## config.mk

```make
export PLATFORM = sky130hd
export DESIGN_NAME = std_mem_d1_arbiter
export DESIGN_NICKNAME = d
export VERILOG_FILES = /design/src/rtl/std_mem_d1_arbiter.sv
export SDC_FILE = /design/constraint.sdc
export NUM_CORES = 1
export LEC_CHECK = 0
export CAP_MARGIN = 20
export CORE_UTILIZATION = 44
export DETAILED_ROUTE_END_ITERATION = 8
export PLACE_DENSITY = 0.86
export SYNTH_ARGS = -nofsm -noshare
export SYNTH_HDL_FRONTEND = slang
export SYNTH_SLANG_ARGS = --single-unit
```

## constraint.sdc

```tcl
create_clock -name clk -period 5.1 [get_ports clk]
set_clock_uncertainty 0.1 [all_clocks]
set_input_delay 1.02 -clock clk [delete_from_list [all_inputs] [get_ports clk]]
set_output_delay 1.02 -clock clk [all_outputs]
set_load 0.1 [all_outputs]
```

## src/rtl/std_mem_d1_arbiter.sv

```systemverilog
// std_mem_d1_arbiter: round-robin arbiter sharing one std_mem_d1 between requesters A and B.
// Define MEM_ARB_PERF_EN to add saturating per-requester stall counters.
module std_mem_d1_arbiter #(
   parameter int width    = 32,
   parameter int idx_size = 4
) (
   input  logic                clk,
   input  logic                reset,
   input  logic                a_go,
   input  logic [idx_size-1:0] a_addr0,
   input  logic [width-1:0]    a_write_data,
   input  logic                a_write_en,
   output logic [width-1:0]    a_read_data,
   output logic                a_done,
   input  logic                b_go,
   input  logic [idx_size-1:0] b_addr0,
   input  logic [width-1:0]    b_write_data,
   input  logic                b_write_en,
   output logic [width-1:0]    b_read_data,
   output logic                b_done,
`ifdef MEM_ARB_PERF_EN
   output logic [15:0]         a_stall_cnt,
   output logic [15:0]         b_stall_cnt,
`endif
   output logic [idx_size-1:0] mem_addr0,
   output logic [width-1:0]    mem_write_data,
   output logic                mem_write_en,
   input  logic [width-1:0]    mem_read_data,
   input  logic                mem_done
);
   typedef enum logic [1:0] {IDLE, ACCESS, WAIT, RESP} state_t;
   state_t state_q, state_d;
   logic last_q, last_d, id_q, id_d, we_q, we_d, cool_q, cool_d;
   logic [idx_size-1:0] addr_q, addr_d;
   logic [width-1:0] wdata_q, wdata_d, a_rd_q, a_rd_d, b_rd_q, b_rd_d;
   logic a_elig, b_elig, grant, grant_b;
   // id/last encoding: 0 = A, 1 = B; cool_q masks the just-served requester for one IDLE cycle
   always_comb begin
      a_elig  = a_go && !(cool_q && !last_q);
      b_elig  = b_go && !(cool_q && last_q);
      grant   = a_elig || b_elig;
      grant_b = b_elig && (!a_elig || !last_q);
      state_d = state_q;
      last_d  = last_q;
      id_d    = id_q;
      addr_d  = addr_q;
      wdata_d = wdata_q;
      we_d    = we_q;
      a_rd_d  = a_rd_q;
      b_rd_d  = b_rd_q;
      cool_d  = state_q == RESP;
      case (state_q)
         IDLE: if (grant) begin
            state_d = ACCESS;
            id_d    = grant_b;
            addr_d  = grant_b ? b_addr0 : a_addr0;
            wdata_d = grant_b ? b_write_data : a_write_data;
            we_d    = grant_b ? b_write_en : a_write_en;
         end
         ACCESS: begin
            state_d = we_q ? WAIT : RESP;
            a_rd_d  = (!we_q && !id_q) ? mem_read_data : a_rd_q;
            b_rd_d  = (!we_q && id_q) ? mem_read_data : b_rd_q;
         end
         WAIT: state_d = mem_done ? RESP : WAIT;
         RESP: begin
            state_d = IDLE;
            last_d  = id_q;
         end
         default: state_d = IDLE;
      endcase
   end
   always_ff @(posedge clk) begin
      if (reset) begin
         state_q <= IDLE;
         last_q  <= 1'b1;
         id_q    <= 1'b0;
         we_q    <= 1'b0;
         cool_q  <= 1'b0;
         addr_q  <= '0;
         wdata_q <= '0;
         a_rd_q  <= '0;
         b_rd_q  <= '0;
      end else begin
         state_q <= state_d;
         last_q  <= last_d;
         id_q    <= id_d;
         we_q    <= we_d;
         cool_q  <= cool_d;
         addr_q  <= addr_d;
         wdata_q <= wdata_d;
         a_rd_q  <= a_rd_d;
         b_rd_q  <= b_rd_d;
      end
   end
   assign mem_addr0      = (state_q == IDLE) ? '0 : addr_q;
   assign mem_write_data = (state_q == IDLE) ? '0 : wdata_q;
   assign mem_write_en   = (state_q == ACCESS) && we_q && !reset;
   assign a_done         = (state_q == RESP) && !id_q && !reset;
   assign b_done         = (state_q == RESP) && id_q && !reset;
   assign a_read_data    = a_rd_q;
   assign b_read_data    = b_rd_q;
`ifdef MEM_ARB_PERF_EN
   logic [15:0] a_stall_q, a_stall_d, b_stall_q, b_stall_d;
   always_comb begin
      a_stall_d = (state_q == IDLE && a_go && !(grant && !grant_b) && a_stall_q != 16'hFFFF) ? a_stall_q + 16'd1 : a_stall_q;
      b_stall_d = (state_q == IDLE && b_go && !(grant && grant_b) && b_stall_q != 16'hFFFF) ? b_stall_q + 16'd1 : b_stall_q;
   end
   always_ff @(posedge clk) begin
      if (reset) begin
         a_stall_q <= '0;
         b_stall_q <= '0;
      end else begin
         a_stall_q <= a_stall_d;
         b_stall_q <= b_stall_d;
      end
   end
   assign a_stall_cnt = a_stall_q;
   assign b_stall_cnt = b_stall_q;
`endif
endmodule

```

==> run_results.csv <==
group,metric,value,unit
status,outcome,"complete, no violations",
clocking,cts.clk_slew.worst_paths,100,ps
global_route,overflow,0,
hold_path,min_path_type,"reg -> reg",
sta,clock.fmax,0.2372,GHz
setup_path,endpoint_kind,"output port",
clocking,cts_buffers,9,
finish,synthToLayoutAreaGrowth,53.58,%
global_route,grt_max_degree,94,
pwr,p_seq_share,28.1,%
pwr,p_per_area,604.1,nW/µm²
global_route,grt_use_total,25.95,%
sta,tns,0,ps
floorplanning,dieArea,10490,µm²
synthesis,yosysWarnings,0,
clocking,clockBufferDepth,2,
setup_path,criticalPathCategory,"reg -> out",
floorplanning,start_util,45.39,%
synthesis,ys_ff_latch,106,
pwr,p_int,1.850,mW
pwr,total_power,4.116,mW
sta,rsz0062_at_grt,"no",
floorplanning,die_x,102.4,µm
routing,ant_nets,0,
setup_path,cp.required,3980,ps
routing,vias,4657,
routing,viasPerCell,5.209,
setup_path,path_max_fanout,30,
pwr,p_leak,2.439,nW
pwr,power_switching,2.266,mW
sta,post-route-period-util,82.68,%
flow_run,drv_cap,0,
routing,first_pass_iters,5,
finish,fin_nets,871,
global_route,grt_first_pass_wirelength,21.08,mm
synthesis,synth.net_count,686,
clocking,clk_latency,370,ps
finish,drive_above_1_share,4.074,%
floorplanning,pin_count,214,
clocking,hold_buffers,0,
global_route,antenna_found_initial,0,
setup_path,rr_startpoint,"state_q[0]",
placed_design,hpwl,9.547,mm
placed_design,io_buffers,213,
sta,drv_slew,0,
synthesis,post_synth.cell_area_avg,7.770,µm²
clocking,ctsRootBufferMaster,"clkbuf_8",
setup_path,cp-startpoint,"state_q[0]",
synthesis,ys_types,27,
routing,route.detailed.drc,0,
pwr,p_sw_share,55.06,%
sta,slew_headroom,29.32,%
routing,wire_per_inst,14.79,µm
clocking,cts_tree,"yes",
sta,fin_crit,4217,ps
pwr,power.share.clock,11.9,%
clocking,post_cts_buffers,0,
placed_design,gp_congestion,0.8318,
sta,worst_slew_pin_slew,1060,ps
finish,n_antenna_cell,0,
sta,setup_viol,0,
setup_path,cp-start-kind,"register",
sta,hold_viol,0,
hold_path,min_from,"b_read_data[1]",
pwr,vdd_drop_max,0.4462,mV
floorplanning,core-area,9774,µm²
synthesis,synthesis.instances,571,
clocking,clock_sinks,106,
global_route,grt_pass1_vias,4477,
routing,wirelength,13.23,mm
clocking,cts.htree.levels,3,
pwr,pwr-share-comb,59.9,%
routing,drt_iter0_drc,124,
floorplanning,die_h,102.4,µm
setup_path,arrival,3100,ps
floorplanning,row_count,36,
synthesis,synth.cell_area,4437,µm²
synthesis,ys_seq_area_share,47.83,%
clocking,cts_resized,0,
==> metal layers <==
metal	global-route usage (%)	up-vias	share of wire, %
met5	0	-	0
met2	46.82	210	51
met3	6.566	34	7.6
li1	-	2276	-
met4	14.07	0	3.8
met1	27.70	2137	37
==> stage by stage <==
step / util [%] / area (µm²) / cells / setup slack [ps] / hold slack (ps)
after global routing: 69.71 / 6814 / 894 / 728.4 / 381.8
after global placement: 67.24 / 6573 / 876 / 1358 / 341.8
after detailed placement: 67.24 / 6573 / 876 / 1276 / 345.9
after CTS: 69.15 / 6759 / 892 / 845.8 / 360.6
final: 69.71 / 6814 / 894 / 883.3 / 358.3
after floorplan: - / 4437 / 571 / 1300 / 371.8
==> cell usage after synthesis (all sizes together) <==
cell type  count  area (µm²)
nor3           1       5.000
inv            5       18.77
and2           2       12.51
a221o          1       10.01
buf            8       65.06
a211oi         2       27.53
a21bo          1       10.01
nand2b         1       6.260
clkbuf        41       155.1
a22oi          1       7.510
nor3b          2       15.01
mux2i          2       20.02
a211o          1       8.760
ha             4       50.05
a21oi         64       320.3
nor2          40       150.1
a311oi        37       324.1
o21ai          3       18.77
a221oi         1       8.760
nand3         36       180.2
nor2b         42       262.8
dfxtp        106        2122
nand2        170       638.1
==> final timing paths <==
path                        end  slack (ps)  cells past startpoint
min reg2reg      b_read_data[1]         360                      2
max          mem_write_data[24]         880                      5
min              b_read_data[1]         360                      2
max reg2reg         wdata_q[19]        2200                      7
==> placed cells by master (no fill, tap or decap), types with 3 or more instances in the layout <==
cell type	n
nor2_1	40
clkinvlp_4	3
ha_1	4
inv_1	5
nor2b_1	41
dfxtp_1	106
a21oi_1	64
clkbuf_8	9
buf_4	10
clkdlybuf4s50_1	211
nand2_1	170
a311oi_1	37
nand3_1	36
==> cell families after synthesis <==
family          synth area share [%]
simple gates                   28.62
mux                           0.4512
buf+inv                        5.386
flops                          47.83
compound gates                 16.58
fa+ha+maj                      1.128
==> registers in the layout, indices dropped and copies added, names as in the netlist <==
name         count
a_read_data     32
addr_q           4
b_read_data     32
cool_q           1
id_q             1
last_q           1
state_q          2
wdata_q         32
we_q             1
==> power by group through the flow <==
stage,registers (mW),logic (mW),clock network (mW)
floorplan,1.68,1.39,0
global placement,1.17,2.41,0
detailed placement,1.17,2.46,0
CTS,1.16,2.46,0.505
global route,1.18,2.60,0.532
finish,1.16,2.47,0.491
==> critical path, stage by stage (launching register included) <==
cell             delay [ps]
dfxtp_1                 400
inv_1                    80
ha_1                    560
buf_4                   370
nor2b_1                 160
clkdlybuf4s50_1        1150
==> cell type report <==
type                       count  area (µm²)
inverter                       5       18.77
sequential                   106        2122
fill                         761        2960
tap                          133       166.4
clock buffer                   9       123.9
clock inverter                 7       62.56
timing repair buffer         223        2242
multi-input combinational    411        2078
Power figures use the tool's default switching activity.
